**src/rtl/counter_bank.sv**
```systemverilog
// Multi-channel up-counter bank with per-channel runtime-loadable terminal limits.
// Latency: count/done/limit are registered and update one edge after the inputs are sampled; all_done is combinational from done registers.
// Backpressure: none; enable/chan_en gate stepping and a frozen channel simply holds its count.
// Optional feature macro: COUNTER_BANK_IRQ_EN (sticky per-channel interrupt pending bits, OR-reduced onto irq).
module counter_bank #(
  parameter int NUM_CHANNELS  = 4,
  parameter int COUNT_WIDTH   = 8,
  parameter int DEFAULT_LIMIT = 15,
  parameter bit WRAP_MODE     = 1'b0,
  localparam int CHAN_W       = (NUM_CHANNELS > 1) ? $clog2(NUM_CHANNELS) : 1
) (
  input  logic                              clk,
  input  logic                              rst,
  input  logic                              enable,
  input  logic [NUM_CHANNELS-1:0]           chan_en,
  input  logic [NUM_CHANNELS-1:0]           restart,
  input  logic                              cfg_wr,
  input  logic [CHAN_W-1:0]                 cfg_sel,
  input  logic [COUNT_WIDTH-1:0]            cfg_limit,
  input  logic [NUM_CHANNELS-1:0]           irq_clear,
  output logic [NUM_CHANNELS*COUNT_WIDTH-1:0] count,
  output logic [NUM_CHANNELS-1:0]           done,
  output logic                              all_done,
  output logic                              irq
);

  localparam logic [COUNT_WIDTH-1:0] RST_LIMIT = COUNT_WIDTH'(DEFAULT_LIMIT);

  logic [COUNT_WIDTH-1:0]  count_q [NUM_CHANNELS];
  logic [COUNT_WIDTH-1:0]  count_d [NUM_CHANNELS];
  logic [COUNT_WIDTH-1:0]  limit_q [NUM_CHANNELS];
  logic [COUNT_WIDTH-1:0]  limit_d [NUM_CHANNELS];
  logic [NUM_CHANNELS-1:0] done_q;
  logic [NUM_CHANNELS-1:0] done_d;
  // One bit per channel: this edge is a counting step taken while sitting at the limit.
  logic [NUM_CHANNELS-1:0] hit_limit;

  // Per-channel next state; priority is config write, then restart, then counting step.
  always_comb begin
    for (int i = 0; i < NUM_CHANNELS; i++) begin
      count_d[i]   = count_q[i];
      limit_d[i]   = limit_q[i];
      // Wrap mode makes done a single-cycle pulse; one-shot keeps it sticky.
      done_d[i]    = WRAP_MODE ? 1'b0 : done_q[i];
      hit_limit[i] = 1'b0;
      if (cfg_wr && (int'(cfg_sel) == i)) begin
        // Clearing the count here keeps count <= limit when the limit is lowered.
        limit_d[i] = cfg_limit;
        count_d[i] = '0;
        done_d[i]  = 1'b0;
      end else if (restart[i]) begin
        count_d[i] = '0;
        done_d[i]  = 1'b0;
      end else if (enable && chan_en[i] && (WRAP_MODE || !done_q[i])) begin
        if (count_q[i] == limit_q[i]) begin
          hit_limit[i] = 1'b1;
          done_d[i]    = 1'b1;
          if (WRAP_MODE) begin
            count_d[i] = '0;
          end
        end else begin
          count_d[i] = count_q[i] + COUNT_WIDTH'(1);
        end
      end
    end
  end

  // State registers with synchronous reset taking precedence over every other request.
  always_ff @(posedge clk) begin
    if (rst) begin
      for (int i = 0; i < NUM_CHANNELS; i++) begin
        count_q[i] <= '0;
        limit_q[i] <= RST_LIMIT;
      end
      done_q <= '0;
    end else begin
      for (int i = 0; i < NUM_CHANNELS; i++) begin
        count_q[i] <= count_d[i];
        limit_q[i] <= limit_d[i];
      end
      done_q <= done_d;
    end
  end

  // Flatten per-channel counts onto the packed output bus.
  for (genvar g = 0; g < NUM_CHANNELS; g++) begin : g_count_out
    assign count[g*COUNT_WIDTH +: COUNT_WIDTH] = count_q[g];
  end

  assign done     = done_q;
  assign all_done = &done_q;

`ifdef COUNTER_BANK_IRQ_EN
  logic [NUM_CHANNELS-1:0] irq_pending_q;
  logic [NUM_CHANNELS-1:0] irq_pending_d;

  // Pending bits set on a step at limit; a new set beats a same-cycle clear.
  always_comb begin
    irq_pending_d = hit_limit | (irq_pending_q & ~irq_clear);
  end

  // Pending register; irq is driven straight from flops.
  always_ff @(posedge clk) begin
    if (rst) begin
      irq_pending_q <= '0;
    end else begin
      irq_pending_q <= irq_pending_d;
    end
  end

  assign irq = |irq_pending_q;
`else
  // Interrupts compiled out: ports kept so the interface does not change between builds.
  logic unused_irq_inputs;
  assign unused_irq_inputs = ^{irq_clear, hit_limit};
  assign irq = 1'b0;
`endif

endmodule

```
**config.mk**
```make
export PLATFORM = sky130hd
export DESIGN_NAME = counter_bank
export DESIGN_NICKNAME = d
export VERILOG_FILES = /design/src/rtl/counter_bank.sv
export SDC_FILE = /design/constraint.sdc
export NUM_CORES = 1
export LEC_CHECK = 0
export ABC_AREA = 0
export BUFFER_PORTS_ARGS = -buffer_cell sky130_fd_sc_hd__buf_2
export CORE_MARGIN = 10
export CORE_UTILIZATION = 30
export DETAILED_ROUTE_END_ITERATION = 8
export GPL_TIMING_DRIVEN = 1
export MAX_ROUTING_LAYER = met4
export PLACE_DENSITY = 0.51
export SYNTH_ARGS = -nofsm -noshare
export SYNTH_HDL_FRONTEND = slang
export SYNTH_SLANG_ARGS = --single-unit
```
**constraint.sdc**
```tcl
create_clock -name clk -period 5.6 [get_ports clk]
set_input_delay 1.12 -clock clk [delete_from_list [all_inputs] [get_ports clk]]
set_output_delay 1.12 -clock clk [all_outputs]
set_load 0.05 [all_outputs]
```
Word level (Yosys, flattened, before mapping)
Memories as Yosys holds them, arrays and structs flattened.
Cells that the tools add are included.
{"block": "totals", "reg_bits": 4, "latch_bits": 0, "ramBits": 64, "mem_bits_ro": 0, "output_inout_bits": 38, "wordCells": 82, "memories": 2}
{"block": "classes", "addsub": 4, "n_mul": 0, "div": 0, "magnitude_cmp": 0, "eq_ne": 7, "shift": 0, "mux": 31, "bitwise": 8, "n_reduce_logical": 26}
{"name": "count_q", "words": 4, "word_bits": 8, "read_ports": 4, "rd_ports_with_merged_regs": 0, "write_ports": 4, "line_no": "29", "rtl": "logic [COUNT_WIDTH-1:0] count_q [NUM_CHANNELS];"}
{"name": "limit_q", "words": 4, "word_bits": 8, "read_ports": 4, "rd_ports_with_merged_regs": 0, "write_ports": 4, "line_no": "31", "rtl": "logic [COUNT_WIDTH-1:0] limit_q [NUM_CHANNELS];"}
{"operator": "2-to-1 mux 8 bit", "count": 28}
{"operator": "adder 8 x 1 -> 8 bit (second input constant)", "count": 4}
{"operator": "equality test 8 bit", "count": 4}
{"operator": "logical AND 1 bit", "count": 12}
{"operator": "OR reduction 3 bit", "count": 4}
{"operator": "OR 1 bit", "count": 8}
{"operator": "AND reduction 2 bit", "count": 4}
{"operator": "equality test 2 bit (second input constant)", "count": 2}
{"operator": "zero test 1 bit", "count": 4}
{"operator": "AND reduction 4 bit", "count": 1}
{"operator": "2-to-1 mux 1 bit", "count": 3}
{"operator": "equality test 2 x 1 -> 1 bit (second input constant)", "count": 1}
{"operator": "zero test 2 bit", "count": 1}

Longest topological paths before layout
An unclocked memory read counts as a cell.
{"block": "depth", "word_depth": 7, "mapped_depth": 7, "depth_no_buf": 5}

Worst setup path before layout
Ideal clock, no wire load.
{"block": "synth_timing", "path_type": "in2reg", "start": "input cfg_sel[1]", "end": "memory count_q[2][2], in the netlist count_q[0][18]", "arrival_time_ns": 2.479, "setup_slack_ns": 3.059, "path_stages": 7, "path_buffers": 3, "path_cell_list": "buf_6 -> and3b_1 -> buf_6 -> or3_1 -> buf_2 -> or4_1 -> nand2_1"}
{"element": "from (decl)", "line_no": "18", "rtl": "input logic [CHAN_W-1:0] cfg_sel,"}
{"element": "to (decl)", "line_no": "29"}

==> flow_summary.ini <==
[global_routing]
grt_usage = 0.1200
antenna_found_initial = 0
grt_pass1_wl_microns = 13990
grt_max_degree = 41
grt_overflow = 0
grt_pass1_vias = 2688

[detailed_routing]
vias_per_cell = 4.872
drt_wl_total_microns = 8626
vias = 2777
drt_pass1_iterations = 4
detail-route-antenna-nets = 0
drc = 0
drt-wirelength-per-cell_microns = 15.13
drt_iter0_markers = 128

[placed_design]
routabilityCongestion = 0.7512
dp_cells = 555
port_buffers = 58
dp_hpwl_microns = 6391

[sta]
rsz0062_at_grt = false
fin_crit_sh = 0.4553
tightest_slew_ns = 0.9897
fmax_mhz = 392.2
clock_skew_ns = 0.01142
slew_viol_final = 0
finalCriticalPeriod_ns = 2.550
setup_violations = 0
tns_ns = 0
slew_headroom = 0.3373
hold_viol_final = 0

[worst_setup_path]
critical_path_class = input pin to flip-flop
critPathArrivalTime_ns = 2.80
path_max_fanout = 14
critPathLaunchType = input pin
crit_path_end_kind = flip-flop
cp_data_required_time_ns = 5.85
crit_start = cfg_sel[1]
r2r_start = count_q[0][27]

[logic_synthesis]
synth_commonest_cells = nand2_1 (73), dfxtp_1 (68), xnor2_1 (29), a21oi_1 (28), nor2_1 (20)
ys.flop_type = dfxtp_1
yosysMostFrequentCell = nand2_1
synth.avg_cell_area_sq_um = 8.444
ys_seq_area_frac = 0.4265
yosys-top-cells-area = dfxtp_1 (43%), nand2_1 (8.6%), xnor2_1 (8.0%)
ys_warn_count = 0
async_flop_share = 0
syn-num-nets = 408
synth-edff-count = 0
syn_area_sq_um = 3192
synth_top_area_share = 0.4265
ys_seq_elements = 68
synth_cell_types = 42
synth_top_area_cell = dfxtp_1
syn-instance-count = 378

[clock_network]
cts_hold_buf = 0
cts_tree = yes
post_cts_buffers = 0
clockBufferDepth = 2
cts_made_buffers = 9
cts_resized = 0
clk_pin_slew_ns = 0.07
clock_sinks = 68
root_buffer = clkbuf_8
cts.htree.levels = 3
clk_latency_ns = 0.35

[pwr]
p_leak_uw = 0.001449
power.total_uw = 966.6
vdd_drop_max_mv = 0.1085
power_density_nw_per_um2 = 257.2

[hold_path]
hold_start = limit_q[2][6]
hp-class = flip-flop to flip-flop

[cells_and_area]
syn_to_final_growth_pct = 17.76
nFillCells = 1090
fin_util = 0.3641
n_antenna_cell = 0
final_layout_size_suffix_gt1_frac = 0.1797
nets = 460
final_cells = 570

[die]
die_x_microns = 123.1
core_area_sq_um = 10320
die_area_sq_um = 15160
num_rows = 37
start_util = 0.3092
die_h_microns = 123.1
pin_count = 64

[run]
maxCapViolations = 0

[status]
outcome = finished, final reports clean
==> cell type report <==
type                       count  area (sq um)  share of cell area
sequential                    68          1361              0.3622
inverter                       4         15.01            0.003995
timing repair buffer          58         290.3             0.07723
clock buffer                  14         182.7             0.04860
multi-input combinational    289          1734              0.4614
tap                          136         170.2             0.04527
clock inverter                 1         5.005            0.001332
==> metrics by stage <==
step,worst slack [ns],hold WS (ns),instance area [sq um]
after floorplan,3.059,0.4488,3192
after global placement,2.729,0.4591,3571
after detailed placement,2.709,0.4613,3571
after CTS,3.081,0.4706,3759
after global routing,2.959,0.4877,3759
final,3.050,0.4685,3759
==> where the power goes <==
| group | switching [uW] | internal (uW) |
|---|---|---|
| logic | 48.0 | 27.5 |
| clock network | 181 | 207 |
| registers | 9.07 | 494 |
| total | 238 | 729 |
==> worst max-delay path, stage by stage <==
cell	delay [ns]
buf_2	0.13
nor3b_2	0.82
or3_1	0.40
nor2_1	0.07
a31o_2	0.24
==> per-layer routing <==
metal | vias up | GRT usage | part of all wire
met2 | 49 | 0.1758 | 0.44
met4 | 0 | 0.02838 | 0.0087
met3 | 5 | 0.03874 | 0.053
li1 | 1425 | - | -
met5 | - | - | 0
met1 | 1298 | 0.1570 | 0.50
==> sequential cells by signal (all words and copies together) (netlist names) <==
name	flops
limit_q	32
done	4
count_q	32
==> path summary, 6_finish.rpt <==
| check | end | slack [ns] | cells after the start |
|---|---|---|---|
| worst max-delay path | count_q[0][3] | 3.05 | 5 |
| worst min-delay path | limit_q[2][6] | 0.47 | 2 |
| worst max register to register | count_q[0][31] | 3.69 | 5 |
| worst min register to register | limit_q[2][6] | 0.47 | 2 |
==> cell families (layout without fill, tap and decap cells) <==
logic type | after synthesis | in the layout | share of synthesized area
simple gates | 170 | 170 | 0.2677
compound gates | 70 | 70 | 0.1349
flops | 68 | 68 | 0.4265
xor+xnor | 40 | 40 | 0.1098
buf+inv | 21 | 77 | 0.03175
fa+ha+maj | 4 | 4 | 0.01568
mux | 4 | 4 | 0.01254
other cells | 1 | 1 | 0.001175
==> layout by cell type, fill, tap and decap left out, types with 12 or more instances in the layout <==
cell	synthesis	final
a21oi_1	28	28
buf_2	3	58
clkbuf_8	0	13
dfxtp_1	68	68
nand2_1	73	73
nand3_1	13	13
nand3b_1	14	14
nor2_1	20	20
o21ai_0	12	12
or3_1	12	12
xnor2_1	29	29
Power figures use the tool's default switching activity.
